--- src/rtl/block_pkg.sv ---
// Shared constants and types for the block_pipeline_n handshake buffer.
package block_pkg;

  localparam int PHASE_4 = 0;  // return-to-zero handshake
  localparam int PHASE_2 = 1;  // transition handshake

  typedef enum logic [1:0] {
    ST_IDLE = 2'd0,
    ST_REQ  = 2'd1,
    ST_RZ   = 2'd2
  } out_state_e;

endpackage

--- src/rtl/hs_sync.sv ---
// Multi-flop synchroniser for a single handshake line; STAGES=0 is a plain wire.
module hs_sync #(
  parameter int STAGES = 2
) (
  input  logic clk,
  input  logic rst_n,
  input  logic d_i,
  output logic q_o
);

  generate
    if (STAGES == 0) begin : g_bypass
      assign q_o = d_i;
    end else begin : g_flops
      logic [STAGES-1:0] sync_q;

      always_ff @(posedge clk or negedge rst_n) begin
        if (!rst_n) begin
          sync_q[0] <= 1'b0;
        end else begin
          sync_q[0] <= d_i;
        end
      end

      for (genvar gi = 1; gi < STAGES; gi++) begin : g_stage
        always_ff @(posedge clk or negedge rst_n) begin
          if (!rst_n) begin
            sync_q[gi] <= 1'b0;
          end else begin
            sync_q[gi] <= sync_q[gi-1];
          end
        end
      end

      assign q_o = sync_q[STAGES-1];
    end
  endgenerate

endmodule

--- src/rtl/block_pipeline_n.sv ---
// Handshake-decoupled FIFO: an upstream req/ack port fills a small buffer and
// an output FSM replays it downstream, in 4-phase or 2-phase signalling.
module block_pipeline_n
  import block_pkg::*;
#(
  parameter int DATA_WIDTH  = 3,
  parameter int DEPTH       = 4,
  parameter int PHASE_MODE  = 0,
  parameter int SYNC_STAGES = 2
) (
  input  logic                         clk,
  input  logic                         rst_n,
  input  logic                         req_in,
  input  logic [DATA_WIDTH-1:0]        data_in,
  output logic                         ack_out,
  output logic                         req_out,
  output logic [DATA_WIDTH-1:0]        data_out,
  input  logic                         ack_in,
  output logic [$clog2(DEPTH+1)-1:0]   count
);

  localparam int  PW        = (DEPTH > 1) ? $clog2(DEPTH) : 1;
  localparam int  CW        = $clog2(DEPTH + 1);
  localparam bit  TWO_PHASE = (PHASE_MODE == PHASE_2);

  logic req_s;
  logic ack_s;

  hs_sync #(.STAGES(SYNC_STAGES)) u_sync_req (
    .clk   (clk),
    .rst_n (rst_n),
    .d_i   (req_in),
    .q_o   (req_s)
  );

  hs_sync #(.STAGES(SYNC_STAGES)) u_sync_ack (
    .clk   (clk),
    .rst_n (rst_n),
    .d_i   (ack_in),
    .q_o   (ack_s)
  );

  logic [DATA_WIDTH-1:0] mem_q [DEPTH];
  logic [PW-1:0]         wr_ptr_q;
  logic [PW-1:0]         rd_ptr_q;
  logic [CW-1:0]         count_q;
  logic [CW-1:0]         count_d;
  logic                  ack_out_q;
  logic                  req_out_q;
  logic [DATA_WIDTH-1:0] data_out_q;
  out_state_e            state_q;

  logic full;
  logic in_event;
  logic out_ack;
  logic push;
  logic pop;

  assign full     = (count_q == CW'(DEPTH));
  assign in_event = TWO_PHASE ? (req_s != ack_out_q) : (req_s && !ack_out_q);
  assign out_ack  = TWO_PHASE ? (ack_s == req_out_q) : ack_s;
  assign pop      = (state_q == ST_REQ) && out_ack;
  // A full buffer still accepts when the head leaves on the same edge.
  assign push     = in_event && (!full || pop);
  assign count_d  = count_q + CW'(push) - CW'(pop);

  always_ff @(posedge clk) begin
    if (push) begin
      mem_q[wr_ptr_q] <= data_in;
    end
  end

  always_ff @(posedge clk or negedge rst_n) begin
    if (!rst_n) begin
      ack_out_q <= 1'b0;
      wr_ptr_q  <= '0;
      count_q   <= '0;
    end else begin
      count_q <= count_d;
      if (push) begin
        ack_out_q <= TWO_PHASE ? ~ack_out_q : 1'b1;
        wr_ptr_q  <= wr_ptr_q + 1'b1;
      end else if (!TWO_PHASE && !req_s) begin
        ack_out_q <= 1'b0;
      end
    end
  end

  // Output FSM; an empty buffer forwards a same-edge push straight to data_out.
  always_ff @(posedge clk or negedge rst_n) begin
    if (!rst_n) begin
      state_q    <= ST_IDLE;
      req_out_q  <= 1'b0;
      data_out_q <= '0;
      rd_ptr_q   <= '0;
    end else begin
      case (state_q)
        ST_IDLE: begin
          if ((count_q != '0 || push) && (TWO_PHASE || !ack_s)) begin
            data_out_q <= (count_q != '0) ? mem_q[rd_ptr_q] : data_in;
            req_out_q  <= TWO_PHASE ? ~req_out_q : 1'b1;
            state_q    <= ST_REQ;
          end
        end
        ST_REQ: begin
          if (out_ack) begin
            rd_ptr_q <= rd_ptr_q + 1'b1;
            if (TWO_PHASE) begin
              state_q <= ST_IDLE;
            end else begin
              req_out_q <= 1'b0;
              state_q   <= ST_RZ;
            end
          end
        end
        ST_RZ: begin
          if (!ack_s) begin
            state_q <= ST_IDLE;
          end
        end
        default: state_q <= ST_IDLE;
      endcase
    end
  end

  assign ack_out  = ack_out_q;
  assign req_out  = req_out_q;
  assign data_out = data_out_q;
  assign count    = count_q;

endmodule
--- config.mk ---
export PLATFORM = sky130hd
export DESIGN_NAME = block_pipeline_n
export DESIGN_NICKNAME = d
export VERILOG_FILES = /design/src/rtl/block_pkg.sv /design/src/rtl/hs_sync.sv /design/src/rtl/block_pipeline_n.sv
export SDC_FILE = /design/constraint.sdc
export NUM_CORES = 1
export LEC_CHECK = 0
export CORE_MARGIN = 5
export CORE_UTILIZATION = 40
export CTS_CLUSTER_DIAMETER = 60
export CTS_CLUSTER_SIZE = 24
export DETAILED_ROUTE_END_ITERATION = 8
export RECOVER_POWER = 100
export SETUP_SLACK_MARGIN = 0.3
export SLEW_MARGIN = 25
export SYNTH_ARGS = -nofsm -noshare
export SYNTH_HDL_FRONTEND = slang
export SYNTH_HIERARCHICAL = 1
export SYNTH_SLANG_ARGS = --single-unit
--- constraint.sdc ---
create_clock -name clk -period 3.1 [get_ports clk]
set_input_delay 0.465 -clock clk [delete_from_list [all_inputs] [get_ports clk]]
set_output_delay 0.465 -clock clk [all_outputs]
set_load 0.02 [all_outputs]
# == Yosys cells after proc, flatten, opt, wreduce, memory -nomap -nowiden ==
# Memory sizes are Yosys's and may differ from the RTL's.
# Index checks and enable logic that the tools add are counted.
# totals
reg_bits,18
ram_bits,12
out_inout_bits,8
n_memories,1
# classes
add_sub_neg,4
n_eq_ne,7
muxes,12
n_reduce_logical,16
# memory_table
memory,words,width,rd,rd_clocked_by_memory_dff,wr,line,source
mem_q,4,3,1,0,1,block_pipeline_n.sv:43,logic [DATA_WIDTH-1:0] mem_q [DEPTH];
# ops
operator,n
1-bit 2-to-1 mux,6
2-bit 2-to-1 mux,3
"2-bit inequality test, second input constant",3
2-bit one-hot mux with 3 select lines,1
3-bit AND reduction,2
"2-bit by 1-bit adder with 2-bit output, second input constant",2
1-bit logical AND,4
2-bit AND reduction,2
3-bit by 1-bit adder with 3-bit output,1
"3-bit == test, second input constant",1
1-bit zero test,3
3-bit 2-to-1 mux,1
3-bit nonzero test,1
3-bit by 1-bit subtractor with 3-bit output,1
"2-bit by 1-bit == test with 1-bit output, second input constant",1
"2-bit == test, second input constant",1
2-bit zero test,1
1-bit logical OR,2
"2-bit by 1-bit inequality test with 1-bit output, second input constant",1
1-bit one-hot mux with 2 select lines,1
2-bit nonzero test,1

# == Depth between registers and ports, before layout ==
# depth
word_depth,8
mapped_depth,11

# == Hierarchy ==
# Netlist, hierarchy kept.
# by_module_without_submodules
mod,instances,cells_per_inst,area_per_inst_um2
block_pipeline_n,1,88,1216.2
hs_sync,2,2,50.0

# == Least setup slack after synthesis ==
# No wires, ideal clock.
# synth_path
kind,register to register
from,register count_q[1] (netlist: count[1])
to,register count_q[2] (netlist: count[2])
t_arrival_ns,2.106
required_time_ns,2.965
path_slack_ns,0.859
stages_incl_launch_ff,11
path_buffers,0
period_less_slack_ns,2.241
path_cell_list,dfrtp_1 > nor2_1 > a31oi_4 > inv_1 > ha_1 > inv_1 > ha_1 > inv_1 > fa_1 > xnor2_1 > xnor2_1
# synth_between
elab_chain_len,6
# synth_rtl
item,line,source
from (decl),block_pipeline_n.sv:46,logic [CW-1:0] count_q;
from (signal assigned),block_pipeline_n.sv:79,count_q <= count_d;
3-bit == test,block_pipeline_n.sv:59,assign full = (count_q == CW'(DEPTH));
1-bit zero test,block_pipeline_n.sv:64,assign push = in_event && (!full || pop);
1-bit logical OR,block_pipeline_n.sv:64,
1-bit logical AND,block_pipeline_n.sv:64,
3-bit by 1-bit adder with 3-bit output (*),block_pipeline_n.sv:65,assign count_d = count_q + CW'(push) - CW'(pop);
3-bit by 1-bit subtractor with 3-bit output (*),block_pipeline_n.sv:65,
via count_d[2],block_pipeline_n.sv:47,logic [CW-1:0] count_d;
# Mark *: on every way through the listed nets, which the timed path passes. The rest lies on a longest branch.
# A chain may end at the register's enable or synchronous reset.

# == Worst setup path in the final report ==
# layout_path
from,register state_q[1]
to,register count_q[2] (netlist: count[2])
# layout_between
elab_chain_len,6
# layout_rtl
item,line,source
from (decl),block_pipeline_n.sv:51,out_state_e state_q;
from (signal assigned),block_pipeline_n.sv:92,state_q <= ST_IDLE;
from (signal assigned),block_pipeline_n.sv:102,state_q <= ST_REQ;
from (signal assigned),block_pipeline_n.sv:109,state_q <= ST_IDLE;
2-bit by 1-bit == test with 1-bit output (*),block_pipeline_n.sv:62,assign pop = (state_q == ST_REQ) && out_ack;
1-bit logical AND (*),block_pipeline_n.sv:62,
1-bit logical OR,block_pipeline_n.sv:64,
1-bit logical AND,block_pipeline_n.sv:64,
3-bit by 1-bit adder with 3-bit output,block_pipeline_n.sv:65,
3-bit by 1-bit subtractor with 3-bit output (*),block_pipeline_n.sv:65,
via count_d[2],block_pipeline_n.sv:47,
# Marked as above.

==> impl_results.md <==
* Post-DP HPWL at 1730 µm
* GR Util All Layers at 0.121
* Syn nets at 106
* Util after Layout at 0.496
* Slowest-stage cell, CP: dfrtp_1
* Net count, final at 125
* First-pass GRT wire length at 3830 µm
* Data required time at the worst endpoint at 3.32 ns
* CP dominant cell by count: inv_1
* EDFF count, synth at 12
* Worst-path clk slew at 0.09 ns
* Worst IR Drop VDD at 0.312 mV
* Worst Setup Slack, final at 0.609 ns
* Chip Height at 67.4 µm
* Initial drt markers at 48
* DP Area at 1500 µm²
* Least-Margin Pin Slew at 0.820 ns
* Clk_skew at 0.00389 ns
* CP Launch Type: flip-flop
* Num rows at 20
* Final Hold Vio Count at 0
* DIE WIDTH at 67.4 µm
* Proportion of layout cells with a drive suffix above 1 at 0.0982
* Max FO, Critical Path at 7
* Synth Warn # at 6
* Via Count at 778
* Worst endpoint data arrival time at 2.71 ns
* Final hold slack at 0.359 ns
* Root Buffer: clkbuf_4
* Rel. slew slack at 0.452
* CTS Sinks at 30
* Unrepaired setup endpoints after global routing: no
* Pin count of the biggest net entering global routing at 19
* CTS buffer count at 5
* Postcts setup bufs at 0
* Run status: completed
* Final instance area at 1540 µm²
* Sequential share of the synthesized area at 0.616
* Setup CP Type: reg2reg
* Worst path cell trace: nand3b_1 > a31oi_4 > inv_1 > ha_1 > inv_1 > ha_1 > inv_1 > fa_1 > xnor2_1 > xnor2_1
* RD Place Congestion at 0.738
* Vias per cell at 4.99
* Final setup viols at 0
* Clk buf depth at 2
* Layout fillers at 298
* Seq cells post-synth at 30
* Leakage power at 0.000606 µW
* Core area at 3100 µm²
* Vias in the first global route at 795
* Synth-to-Final Area Change at 16.9%
* Post-synth cell types at 26
* Pre-CTS WS at 0.790 ns
* Synthesized area per cell at 14.3 µm²
* Worst skew pair latency at 0.32 ns
* Ant. Diodes at 0
* Ys async rst share at 0.600
* # H-tree levels at 2
* DRC violations left at 0
* Most used DFF post-synth: dfrtp_1
* Synth Instances at 92
* IO Pins at 15
* Starting density of the core at 0.424
* Crit path largest cell delay at 0.46 ns
* Syn Std Cell Area at 1320 µm²
* # resized after CTS at 0
* Crit path buf inv count at 3
* Tcrit/Tclk final at 0.804
* CP Capture Type: flip-flop
* Max_cap viols at 0
* Slew Limit Fails at 0
* Shortest period the worst path allows at 2.49 ns
* DRT Wirelength at 2250 µm
* Hold crit path type: reg2reg
* CP top delay family: adder cells
* Routed length per placed instance at 14.4 µm
* Final setup TNS at 0 ns
* Count of antenna-violating nets left after detailed routing at 0
* GR Overflow Total at 0
* Max Fclk at 401 MHz
* Initial antenna violation count at 0
* P per Cell Area at 859 nW/µm²
* Hold Buf Count CTS at 0
* CTS tree: yes
* Input/output buffers at 14
* Die ar. at 4540 µm²
* DRT Pass-1 Iters at 4
[layer usage]
layer / track usage / vias to the layer above / part of all wire
met4: 0.0608 / 0 / 0.020
met5: 0 / - / 0
met3: 0.0499 / 7 / 0.040
li1: - / 374 / -
met2: 0.191 / 13 / 0.48
met1: 0.142 / 384 / 0.46
[report_power, final]
part	internal, µW	total [µW]	switching (µW)
sequential	522	636	113
combinational	236	473	236
clock	85.0	213	128
[path summary, 6_finish.rpt]
check / from / endpoint / slack [ns] / cells after the start
setup / recovery: state_q[1] / count[2] / 0.61 / 10
hold / removal: u_sync_ack/g_flops.sync_q[0] / u_sync_ack/q_o / 0.36 / 0
setup reg to reg: state_q[1] / count[2] / 0.61 / 10
hold reg to reg: u_sync_ack/g_flops.sync_q[0] / u_sync_ack/q_o / 0.36 / 0
max in group asynchronous: rst_n / rd_ptr_q[0] / 1.92 / 1
min in group asynchronous: rst_n / rd_ptr_q[1] / 0.67 / 1
[cells in the final DEF, fill, tap and decap left out, drive strengths merged]
master       count
a31oi            4
edfxtp          12
inv              7
and2             5
xnor2            5
or3              1
mux4             3
nand3b           1
nor3             4
xor2             1
nand2b           1
nor2b            1
nand3            7
o21a             1
nand4            3
clkbuf           6
nand2            3
mux2             1
nor2             1
o21ai            1
fa               1
clkinv           2
dlygate4sd3     14
dfrtp           18
o31a             3
ha               6
[kinds of logic after synthesis]
logic type      count (synthesis)  share of synthesized area
compound gates                  9                     0.0599
simple gates                   27                      0.125
fa+ha+maj                       7                     0.0722
xor+xnor                        6                     0.0399
buf+inv                         9                     0.0276
flops                          30                      0.616
mux                             4                     0.0599
[cells in the mapped netlist (2+ instances only)]
| library cell | instances | area, µm² |
|---|---|---|
| buf_2 | 2 | 10.0 |
| mux4_2 | 3 | 67.6 |
| edfxtp_1 | 12 | 360 |
| o31a_1 | 3 | 26.3 |
| nand4_1 | 3 | 18.8 |
| and2_1 | 5 | 31.3 |
| ha_1 | 6 | 75.1 |
| dfrtp_1 | 18 | 450 |
| nand3_1 | 7 | 35.0 |
| xnor2_1 | 5 | 43.8 |
| nand2_1 | 3 | 11.3 |
| a31oi_1 | 3 | 18.8 |
| nor3_1 | 3 | 15.0 |
| inv_1 | 7 | 26.3 |
[cell type report]
type                       instances  area [µm²]  share of cell area
clock buffer                       6        41.3              0.0268
clock inverter                     2        8.76             0.00569
inverter                           7        26.3              0.0171
multi-input combinational         53         457               0.297
sequential                        30         811               0.527
tap                               44        55.1              0.0358
timing repair buffer              14         140              0.0911
[state kept, by name, indices dropped and copies added (netlist names)]
register,flops
req_out,1
state_q,2
ack_out,1
data_out,3
rd_ptr_q,2
wr_ptr_q,2
mem_q,12
u_sync_req/g_flops.sync_q,1
count,3
u_sync_ack/g_flops.sync_q,1
u_sync_req/q_o,1
u_sync_ack/q_o,1
[per-stage QoR]
step	std cells	total power (µW)
floorplan	92	972
global placement	148	1140
detailed placement	148	1160
CTS	156	1370
global route	156	1430
finish	156	1320
No activity file was read; power rests on OpenSTA's default activity.
